==> config.mk <==
export PLATFORM = sky130hd
export DESIGN_NAME = add_arbiter
export DESIGN_NICKNAME = d
export VERILOG_FILES = /design/src/rtl/add_arbiter.sv
export SDC_FILE = /design/constraint.sdc
export NUM_CORES = 1
export LEC_CHECK = 0
export BUFFER_PORTS_ARGS = -buffer_cell sky130_fd_sc_hd__buf_2
export CAP_MARGIN = 20
export CORE_ASPECT_RATIO = 0.9
export CORE_UTILIZATION = 41
export CTS_CLUSTER_DIAMETER = 80
export CTS_CLUSTER_SIZE = 14
export DETAILED_ROUTE_END_ITERATION = 12
export GPL_TIMING_DRIVEN = 0
export PLACE_DENSITY = 0.77
export SLEW_MARGIN = 5
export SYNTH_ARGS = -nofsm -noshare
export SYNTH_HDL_FRONTEND = slang
export SYNTH_SLANG_ARGS = --single-unit
==> constraint.sdc <==
create_clock -name clk -period 1.6 [get_ports clk]
set_input_delay 0.24 -clock clk [delete_from_list [all_inputs] [get_ports clk]]
set_output_delay 0.24 -clock clk [all_outputs]
set_load 0.02 [all_outputs]
==> src/rtl/add_arbiter.sv <==
// -----------------------------------------------------------------------------
// add_arbiter
//
// Round-robin arbiter and sequencer that lets N_REQ cores share one 8-bit ADD
// unit. The winner's operands are captured on the grant edge and driven to
// the adder for one EXEC cycle. The adder's result and flags are then
// registered and held for the winner until it acknowledges them.
//
// Ports
//   clk         in   1        system clock, rising edge
//   rst_n       in   1        asynchronous active-low reset
//   req         in   N_REQ    per-requester add request
//   op_a        in   8*N_REQ  packed operand A, requester i at [8i+7:8i]
//   op_b        in   8*N_REQ  packed operand B, same packing as op_a
//   gnt         out  N_REQ    one-hot grant, high for the EXEC cycle only
//   add_a       out  8        operand A to the shared ADD
//   add_b       out  8        operand B to the shared ADD
//   add_result  in   8        combinational sum from the shared ADD
//   add_flags   in   4        ADD status: [0]=Z [1]=S [2]=C [3]=V
//   rsp_valid   out  N_REQ    one-hot response valid
//   rsp_result  out  8        registered sum
//   rsp_flags   out  4        registered flags, same layout as add_flags
//   rsp_ack     in   N_REQ    per-requester response acknowledge
//   busy        out  1        high whenever a transaction is in flight
// -----------------------------------------------------------------------------
`timescale 1ns/1ps

module add_arbiter #(
    parameter int N_REQ = 4
) (
    input  logic               clk,
    input  logic               rst_n,
    input  logic [N_REQ-1:0]   req,
    input  logic [8*N_REQ-1:0] op_a,
    input  logic [8*N_REQ-1:0] op_b,
    output logic [N_REQ-1:0]   gnt,
    output logic [7:0]         add_a,
    output logic [7:0]         add_b,
    input  logic [7:0]         add_result,
    input  logic [3:0]         add_flags,
    output logic [N_REQ-1:0]   rsp_valid,
    output logic [7:0]         rsp_result,
    output logic [3:0]         rsp_flags,
    input  logic [N_REQ-1:0]   rsp_ack,
    output logic               busy
);

    localparam int IDX_W = (N_REQ > 1) ? $clog2(N_REQ) : 1;

    typedef enum logic [1:0] {
        S_IDLE = 2'd0,
        S_EXEC = 2'd1,
        S_RESP = 2'd2
    } state_e;

    // -------------------------------------------------------------------------
    // State
    // -------------------------------------------------------------------------
    state_e             state_q,      state_d;
    logic [IDX_W-1:0]   last_q,       last_d;     // lowest-priority requester
    logic [IDX_W-1:0]   win_q,        win_d;      // requester being served
    logic [N_REQ-1:0]   gnt_q,        gnt_d;
    logic [N_REQ-1:0]   rsp_valid_q,  rsp_valid_d;
    logic [7:0]         add_a_q,      add_a_d;
    logic [7:0]         add_b_q,      add_b_d;
    logic [7:0]         result_q,     result_d;
    logic [3:0]         flags_q,      flags_d;

    // -------------------------------------------------------------------------
    // Round-robin pick: scan from last_q+1 upward with wrap-around, so the
    // previous winner is considered last. Only consumed in IDLE.
    // -------------------------------------------------------------------------
    logic               pick_found;
    logic [IDX_W-1:0]   pick_idx;

    always_comb begin
        int               cand;
        logic [IDX_W-1:0] cand_idx;
        // NOTE: every variable written in a combinational block gets a default
        // first; a path that leaves one unassigned would infer a latch.
        pick_found = 1'b0;
        pick_idx   = '0;
        cand       = 0;
        cand_idx   = '0;
        for (int k = 1; k <= N_REQ; k++) begin
            cand     = (int'(last_q) + k) % N_REQ;
            cand_idx = IDX_W'(cand);
            if (!pick_found && req[cand_idx]) begin
                pick_found = 1'b1;
                pick_idx   = cand_idx;
            end
        end
    end

    // -------------------------------------------------------------------------
    // Next-state and datapath load logic
    // -------------------------------------------------------------------------
    always_comb begin
        state_d     = state_q;
        last_d      = last_q;
        win_d       = win_q;
        gnt_d       = gnt_q;
        rsp_valid_d = rsp_valid_q;
        add_a_d     = add_a_q;
        add_b_d     = add_b_q;
        result_d    = result_q;
        flags_d     = flags_q;

        unique case (state_q)
            S_IDLE: begin
                // Operands are captured here, so anything the requester does
                // to req/op_* during EXEC cannot disturb the add.
                if (pick_found) begin
                    win_d           = pick_idx;
                    add_a_d         = op_a[8*pick_idx +: 8];
                    add_b_d         = op_b[8*pick_idx +: 8];
                    gnt_d           = '0;
                    gnt_d[pick_idx] = 1'b1;
                    state_d         = S_EXEC;
                end
            end

            S_EXEC: begin
                // The adder is combinational; its output has settled on
                // add_a_q/add_b_q by the end of this single cycle.
                result_d           = add_result;
                flags_d            = add_flags;
                rsp_valid_d        = '0;
                rsp_valid_d[win_q] = 1'b1;
                gnt_d              = '0;
                state_d            = S_RESP;
            end

            S_RESP: begin
                // Only the winner's ack closes the transaction. The return to
                // IDLE takes a full cycle, so a req seen on this same edge is
                // arbitrated on the next one with last_q already updated.
                if (rsp_ack[win_q]) begin
                    rsp_valid_d = '0;
                    last_d      = win_q;
                    state_d     = S_IDLE;
                end
            end

            default: begin
                state_d     = S_IDLE;
                gnt_d       = '0;
                rsp_valid_d = '0;
            end
        endcase
    end

    // -------------------------------------------------------------------------
    // Registers
    // -------------------------------------------------------------------------
    always_ff @(posedge clk or negedge rst_n) begin
        if (!rst_n) begin
            state_q     <= S_IDLE;
            last_q      <= IDX_W'(N_REQ - 1);   // requester 0 wins first
            win_q       <= '0;
            gnt_q       <= '0;
            rsp_valid_q <= '0;
            add_a_q     <= '0;
            add_b_q     <= '0;
            result_q    <= '0;
            flags_q     <= '0;
        end else begin
            // NOTE: sequential state uses non-blocking assignments so every
            // register samples the pre-edge value of every other register.
            state_q     <= state_d;
            last_q      <= last_d;
            win_q       <= win_d;
            gnt_q       <= gnt_d;
            rsp_valid_q <= rsp_valid_d;
            add_a_q     <= add_a_d;
            add_b_q     <= add_b_d;
            result_q    <= result_d;
            flags_q     <= flags_d;
        end
    end

    // -------------------------------------------------------------------------
    // Outputs
    // -------------------------------------------------------------------------
    assign gnt        = gnt_q;
    assign rsp_valid  = rsp_valid_q;
    assign add_a      = add_a_q;
    assign add_b      = add_b_q;
    assign rsp_result = result_q;
    assign rsp_flags  = flags_q;
    assign busy       = (state_q != S_IDLE);

endmodule

# == Yosys cells after proc, flatten, opt, wreduce, memory -nomap -nowiden ==
# Index checks and enable logic that the tools add are counted.
# word_totals
word_cells,73
register_bits,42
inputBits,86
output_inout_bits,37
# op_classes
n_bitwise,2
add_sub_neg,4
shifts,2
order_cmp,8
n_reduce_logical,15
n_eq_ne,4
n_mux,29
# op_table
operator,n
$shiftx 32x6->8,2
$lt 2x3->1 const B,6
$mux 2,6
$pmux 4 s3,1
$mux 1,11
$bmux 1 s2,5
$reduce_and 2->1,5
$mux 4,2
$pmux 4 s2,1
$pmux 2 s3,1
$logic_and 1x1->1,5
$add 2x1->2 const B,2
$add 2x2->2 const B,2
$demux 1 s2,2
$ge 2x1->1 const B,2
$ne 2x2->1 const B,2
$logic_not 1->1,3
$eq 2x1->1 const B,1
$eq 2x2->1 const B,1
$logic_not 2->1,1
$not 1->1,2
$reduce_bool 2->1,1

# == Logic depth before layout (Yosys ltp) ==
# Gate-level depths: netlist of run 1.
# logic_depth
ltp_word,19
mapped_depth,7
depth_no_buf,5

# == Worst setup path before layout of run 1 ==
# OpenSTA, ideal clock, no wires.
# synth_path
path_kind,register to register
from,register state_q[0]
to,register add_a_q[4] (netlist: add_a[4])
setup_slack_ps,-159
setup_time_ps,133
required_ps,1467
arrival_time_ps,1626
period_less_slack_ps,1759
path_stages_with_launch,7
path_buffers,2
cell_sequence,dfrtp_1 > or2_2 > or2_1 > buf_4 > buf_2 > a211oi_1 > a211oi_2
# synth_between
elab_chain_len,2
# synth_lines
item,line_no,text
from (decl),59,"state_e state_q, state_d;"
from (signal assigned),170,state_q <= state_d;
$logic_not 2->1,109,unique case (state_q)
$reduce_and 2->1 (no line),-,
to (signal assigned),163,add_a_q <= '0;
to (signal assigned),175,add_a_q <= add_a_d;
to (decl),64,"logic [7:0] add_a_q, add_a_d;"
# No other way between the ends.
# A chain may end at the register's enable or synchronous reset.

# == Worst setup path in the final report of run 1 ==
# layout_path
from,register last_q[0]
to,register add_a_q[2] (netlist: add_a[2])
# layout_between
elab_chain_len,14
word_cells_on_any_way,28
classes_between,add/sub: 4; shift: 1; mux: 16; reduce/logical: 7
# layout_lines
item,line_no,text
from (decl),60,"logic [IDX_W-1:0] last_q, last_d;"
from (signal assigned),159,last_q <= IDX_W'(N_REQ - 1);
from (signal assigned),171,last_q <= last_d;
$add 2x1->2,86,cand = (int'(last_q) + k) % N_REQ;
$bmux 1 s2,88,if (!pick_found && req[cand_idx]) begin
$mux 1 (not written as such),88,
$mux 1,88,
$logic_not 1->1,88,
$logic_and 1x1->1,88,
$mux 1,88,
$logic_not 1->1,88,
$logic_and 1x1->1,88,
$mux 1,88,
$logic_not 1->1,88,
$logic_and 1x1->1,88,
$mux 2 / $mux 1 (equally long branches),88,
$shiftx 32x6->8 / $reduce_and 2->1 (equally long branches),-,
# Several ways; a longest one is shown, not always the timed one. The select of a mux whose other input is x is not followed.

==> run_results.csv, run 1 <==
group,metric,value,unit
power_and_ir_drop,power.density,1970,nW/um^2
clock_network,cts_sinks,42,
critical_path,cpMostUsedCell,"buf_12",
power_and_ir_drop,power_switching_share,44.4,%
critical_path,slowest_stage,"dfstp_2",
power_and_ir_drop,p_int,3870,uW
job,maxCapViolCount,0,
synth,synth_fp_nets,323,
sta,fmax,561,MHz
finish,diodes,0,
critical_path,crit_type,"register to register",
critical_path,worstSetupStartpointType,"register",
run_status,violations,"negative setup slack",
sta,relSlewSlack,37.7,%
global_route,antenna_found_initial,0,
power_and_ir_drop,seqPwrFrac,27.8,%
finish,layout-drive-gt1-share,55.0,%
placement,placedCellCount,426,
critical_path,max_stage_delay,580,ps
clock_network,cts_tree,"done",
finish,postLayoutCoreUtil,66.5,%
finish,fin_cells,449,
synth,synth.avg_cell_area,9.67,um^2
sta,tns,-2410,ps
routing,wl,6990,um
clock_network,clock_latency,290,ps
clock_network,cts_buffer_depth,2,
die,io_pins,123,
clock_network,postCtsHoldBufs,0,
finish,fin_nets,467,
global_route,gr-total-overflow,0,
power_and_ir_drop,leakage,0.00173,uW
sta,rsz0062_at_grt,"yes",
routing,drcViolationCount,0,
global_route,first_global_vias,2080,
power_and_ir_drop,p_comb_share,61.7,%
die,fp.dieArea,5890,um^2
placement,numPortBuffers,122,
sta,fin_crit,1780,ps
die,core_area,5320,um^2
clock_network,htree_levels,2,
placement,gp_congestion,0.828,
critical_path,worstPathArrival,1950,ps
critical_path,r2r_end,"add_a[2]$_DFFE_PN0P_",
global_route,grt_max_degree,43,
sta,skew,6.08,ps
placement,place_ws,-389,ps
power_and_ir_drop,vdd_drop_max,0.992,mV
clock_network,cts_buffers,5,
critical_path,crit_end,"add_a[2]$_DFFE_PN0P_",
sta,finalWorstSetupSlack,-182,ps
sta,worst_pin_slew,935,ps
sta,hold_violations,0,
global_route,grt_pass1_wl,10000,um
synth,netlist.top_cell.by_area,"dfrtp_1",
routing,postRouteAntennaNets,0,
synth,synthTopCellsByArea,"dfrtp_1, a211oi_2, mux2i_1, nand2_1, a211oi_1",
critical_path,ff2ff_setup_slack,-180,ps
die,die_h,72.9,um
power_and_ir_drop,power,6960,uW
clock_network,path_clk_slew,90,ps
finish,fillers,450,
routing,firstDrtPassIters,4,
synth,synth_area,2290,um^2
synth,ys_warn_count,0,
run_status,outcome,"finished with violations",
routing,drt_iter0_drc,111,
global_route,grt_usage,22.4,%
critical_path,path_max_fanout,6,
routing,wl_per_cell,15.6,um
hold_path,hp-class,"primary input to async pin",
critical_path,cp-end-kind,"register",
critical_path,r2r-start,"last_q[0]$_DFFE_PN1P_",
critical_path,cp_cell_sequence,"nand2b_4, a21o_4, and3_4, buf_12, buf_12, mux2i_4, a211oi_2",
sta,slew_violations,0,
placement,dp_hpwl,4900,um
critical_path,cp.required,1770,ps
finish,syn2layout_area_growth,54.3,%
power_and_ir_drop,net-switching-power,3090,uW
synth,synth-seq-area-share,46.0,%
clock_network,clockRootBuffer,"clkbuf_8",
sta,fin_crit_sh,111,%
routing,via_per_inst,5.19,
synth,synth_top_cell_area_share,43.7,%
routing,vias,2331,
synth,netlist_instances,237,
synth,post_synth_num_cell_types,35,
die,num_rows,25,
die,die_w,80.8,um
die,initial_core_util,43.1,%
synth,synth_seq_cells,42,
critical_path,reg2regPathDepth,7,
power_and_ir_drop,clkPwrFrac,10.5,%
critical_path,timing.critical_path.from,"last_q[0]$_DFFE_PN1P_",
sta,setup-violations-final,19,
-- metrics by stage --
step	hold WS (ps)	instance area (um^2)
4_1_cts	115	3430
6_report	80.4	3540
5_1_grt	137	3540
3_5_place_dp	432	3060
3_3_place_gp	430	3060
2_1_floorplan	-55.6	2360
-- cell usage after synthesis, drive strengths merged --
master / instances
a211oi: 32
a21o: 1
a21oi: 2
a22o: 2
a31oi: 16
a32o: 2
and2: 1
and3: 1
buf: 7
clkbuf: 9
dfrtp: 40
dfstp: 2
inv: 19
mux2: 1
mux2i: 16
mux4: 1
nand2: 41
nand2b: 4
nand3b: 1
nor2: 21
nor2b: 3
nor4: 1
o21ai: 8
o221ai: 1
o31ai: 2
or2: 3
-- worst min-delay path by stage --
stage	from	endpoint	slack [ps]
2_1_floorplan	rst_n	add_a[0]$_DFFE_PN0P_	-60
3_3_place_gp	add_result[1]	rsp_result[1]$_DFFE_PN0P_	430
3_5_place_dp	rst_n	add_b[7]$_DFFE_PN0P_	430
4_1_cts	rst_n	add_b[7]$_DFFE_PN0P_	110
5_1_grt	add_flags[2]	rsp_flags[2]$_DFFE_PN0P_	140
6_report	rst_n	add_b[7]$_DFFE_PN0P_	80
-- logic make-up after synthesis --
logic type / after synthesis / share of synthesized area [%]
flops: 42 / 46.0
buf+inv: 35 / 7.59
compound gates: 66 / 23.6
simple gates: 76 / 14.4
mux: 18 / 8.46
-- worst max-delay path: cells and delay by family (launching register included) --
kind                   cells  cell delay (ps)
flip-flops                 1              580
AND/OR/NAND/NOR            2              350
buffers and inverters      2              280
multiplexers               1              240
AO/OA/AOI/OAI              2              210
-- routing by layer --
| metal | part of all wire, % | GRT usage, % | wire, um | vias to the layer above |
|---|---|---|---|---|
| met4 | 0.66 | 4.56 | 46 | 0 |
| met2 | 53 | 37.1 | 3680 | 61 |
| met1 | 44 | 31.1 | 3050 | 1148 |
| li1 | - | - | - | 1118 |
| met5 | 0 | 0 | 0 | - |
| met3 | 3.0 | 3.62 | 211 | 4 |
-- timing repair --
item / CTS / global route
setup buffers: 9 / 5
pin swaps: 13 / 11
cloned: 3 / 0
gates resized for setup: 36 / 31
endpoints found under the setup margin: 27 / 28
endpoints found under the hold margin: 0 / 0
-- power groups by stage --
stage	registers, uW	clock network (uW)	logic [uW]
after CTS	1920	741	4040
final	1930	732	4300
after detailed placement	1930	0	3470
after floorplan	2440	0	1910
after global placement	1900	0	3390
after global routing	1990	793	4580
-- sequential cells by signal, indices dropped and copies added, names as in the netlist --
register and cells:
add_b 8, last_q 2, state_q 2, win_q 2, gnt 4, rsp_flags 4
add_a 8, rsp_result 8, rsp_valid 4
-- cell type report --
type | count | area, um^2 | area share [%]
sequential | 42 | 1050 | 29.8
multi-input combinational | 160 | 1290 | 36.5
tap | 67 | 83.8 | 2.37
inverter | 19 | 71.3 | 2.02
clock buffer | 7 | 86.3 | 2.44
buffer | 16 | 178 | 5.02
timing repair buffer | 137 | 764 | 21.6
clock inverter | 1 | 8.76 | 0.248
-- cells in the final DEF, fill, tap and decap left out, types with 2 or more instances in the layout --
| cell | n |
|---|---|
| a211oi_1 | 5 |
| a211oi_2 | 24 |
| a211oi_4 | 3 |
| a21oi_2 | 2 |
| a22o_1 | 2 |
| a31oi_1 | 16 |
| a32o_1 | 2 |
| buf_12 | 5 |
| buf_2 | 123 |
| buf_4 | 11 |
| buf_6 | 2 |
| buf_8 | 4 |
| clkbuf_1 | 4 |
| clkbuf_2 | 3 |
| clkbuf_8 | 6 |
| dfrtp_1 | 40 |
| dfstp_2 | 2 |
| inv_1 | 18 |
| mux2i_1 | 8 |
| mux2i_4 | 7 |
| nand2_1 | 41 |
| nand2b_1 | 3 |
| nor2_1 | 21 |
| nor2b_1 | 2 |
| o21ai_1 | 3 |
| o21ai_2 | 3 |
| o31ai_1 | 2 |
No activity file was read; power rests on OpenSTA's default activity.
==> run 2: changes to the inputs <==
clock period = 1.52 ns   (was 1.6 ns; I/O delays follow)
==> run 2 against run 1 <==
Against the previous run:
- the flow still finishes with violations (negative setup slack)
- count of clock-buffer cells in the layout fell by 1
- wire length rose by 10%
- largest power group unchanged
- non-clock buffer count rose by 6
- largest cell class unchanged
- fmax rose by 0.52%
- highest routed layer unchanged
==> run_results.csv, run 2 (synthesis gave the netlist of run 1 again) <==
group,metric,value,unit
die,die_h,72.9,um
clock_network,cts_buffer_depth,2,
sta,slew_violations,0,
finish,syn2layout_area_growth,64.8,%
finish,layout_common_cells,"buf_2, nand2_1, dfrtp_1, a211oi_2, nor2_1",
finish,final_common_cell,"buf_2",
routing,wl,7710,um
sta,hold_violations,0,
finish,diodes,0,
routing,met3_length,407,um
clock_network,cts_tree,"done",
critical_path,r2r_end,"add_a[2]$_DFFE_PN0P_",
clock_network,clockRootBuffer,"clkbuf_8",
clock_network,cts_sinks,42,
sta,skew,4.67,ps
critical_path,r2r-start,"last_q[0]$_DFFE_PN1P_",
clock_network,path_clk_slew,90,ps
global_route,grt_usage,23.7,%
sta,tns,-4170,ps
run_status,violations,"negative setup slack",
finish,layout-drive-gt1-share,58.8,%
die,io_pins,123,
power_and_ir_drop,power.density,2110,nW/um^2
routing,postRouteAntennaNets,0,
finish,final_cell_area,3780,um^2
placement,gp_congestion,0.846,
placement,dp_hpwl,4760,um
routing,wl_met2,4020,um
critical_path,ff2ff_setup_slack,-250,ps
finish,fillers,384,
critical_path,cp_cell_sequence,"nand2b_4, a21o_4, and3_4, buf_12, buf_12, mux2i_2, a211oi_2",
clock_network,clock_latency,300,ps
sta,fmax,564,MHz
sta,finalWorstSetupSlack,-253,ps
routing,drt_iter0_drc,126,
die,num_rows,25,
critical_path,worstSetupStartpointType,"register",
critical_path,crit_buf_inv,2,
sta,worst_pin_slew,945,ps
die,core_area,5320,um^2
critical_path,worstPathArrival,1960,ps
sta,rsz0062_at_grt,"yes",
global_route,antenna_found_initial,0,
hold_path,hp-class,"primary input to async pin",
clock_network,cts_buffers,5,
critical_path,cp-end-kind,"register",
critical_path,cpMostUsedCell,"buf_12",
global_route,grt_pass1_wl,10500,um
placement,numPortBuffers,122,
clock_network,htree_levels,2,
critical_path,max_stage_delay,570,ps
finish,postLayoutCoreUtil,71.0,%
sta,fin_crit,1770,ps
global_route,gr-total-overflow,0,
power_and_ir_drop,vdd_drop_max,1.16,mV
routing,firstDrtPassIters,4,
finish,fin_nets,473,
critical_path,path_delay_family,"flip-flops",
routing,drcViolationCount,0,
die,fp.dieArea,5890,um^2
die,die_w,80.8,um
critical_path,path_max_fanout,5,
routing,via_per_inst,5.34,
routing,wl_met1,3040,um
power_and_ir_drop,leakage,0.00180,uW
routing,wl_per_cell,16.9,um
sta,relSlewSlack,37.0,%
routing,top_layer_used,"met4",
finish,regArea,1060,um^2
run_status,outcome,"finished with violations",
sta,setup-violations-final,22,
global_route,grt_max_degree,43,
placement,place_ws,-405,ps
routing,vias,2428,
critical_path,cp.required,1700,ps
die,initial_core_util,43.1,%
finish,multi_input_area,1380,um^2
critical_path,crit_type,"register to register",
critical_path,reg2regPathDepth,7,
global_route,first_global_vias,2223,
placement,placed_cell_area,3070,um^2
job,maxCapViolCount,0,
critical_path,slowest_stage,"dfstp_2",
sta,fin_crit_sh,117,%
## run 2: cell type report
cell class,count,area share [%]
multi-input cells,160,36.6
clock inverters,2,0.994
inverters,19,1.89
plain buffers,14,4.24
repair buffers,145,24.1
well taps,67,2.22
clock buffers,6,1.92
flip-flops and latches,42,28.0
## run 2: where the power goes
group | total (uW) | internal [uW] | switching [uW]
clock | 905 | 491 | 414
sequential | 2050 | 1690 | 362
combinational | 5030 | 2350 | 2680
## run 2: through the flow
stage                     total power, uW  instances  hold WS, ps
after CTS                            7340        451          101
after detailed placement             5700        426          421
after floorplan                      4600        237        -67.6
after global placement               5590        426          419
after global routing                 8420        455          114
final                                7990        455         64.8
## run 2: worst max-delay path by stage
stage,depth (start not counted),to,start,slack [ps]
3_3_place_gp,7,add_a[0]$_DFFE_PN0P_,req[1],-350
2_1_floorplan,7,add_a[0]$_DFFE_PN0P_,last_q[0]$_DFFE_PN1P_,-150
6_report,7,add_a[2]$_DFFE_PN0P_,last_q[0]$_DFFE_PN1P_,-250
4_1_cts,8,add_a[3]$_DFFE_PN0P_,last_q[0]$_DFFE_PN1P_,-270
5_1_grt,7,add_a[3]$_DFFE_PN0P_,last_q[0]$_DFFE_PN1P_,-290
3_5_place_dp,7,add_b[5]$_DFFE_PN0P_,req[1],-410
## run 2: timing repair
item,in CTS,in global routing
hold buffers,0,0
pin swaps,20,18
setup endpoints to repair,27,35
cloned,1,4
gates resized for setup,33,58
setup buffers,16,3
## run 2: per-layer routing
layer  vias to the layer above  GRT usage, %
met3                        21          4.25
met5                         -             0
met4                         0          7.94
met2                       109          41.6
li1                       1131             -
met1                      1167          29.3
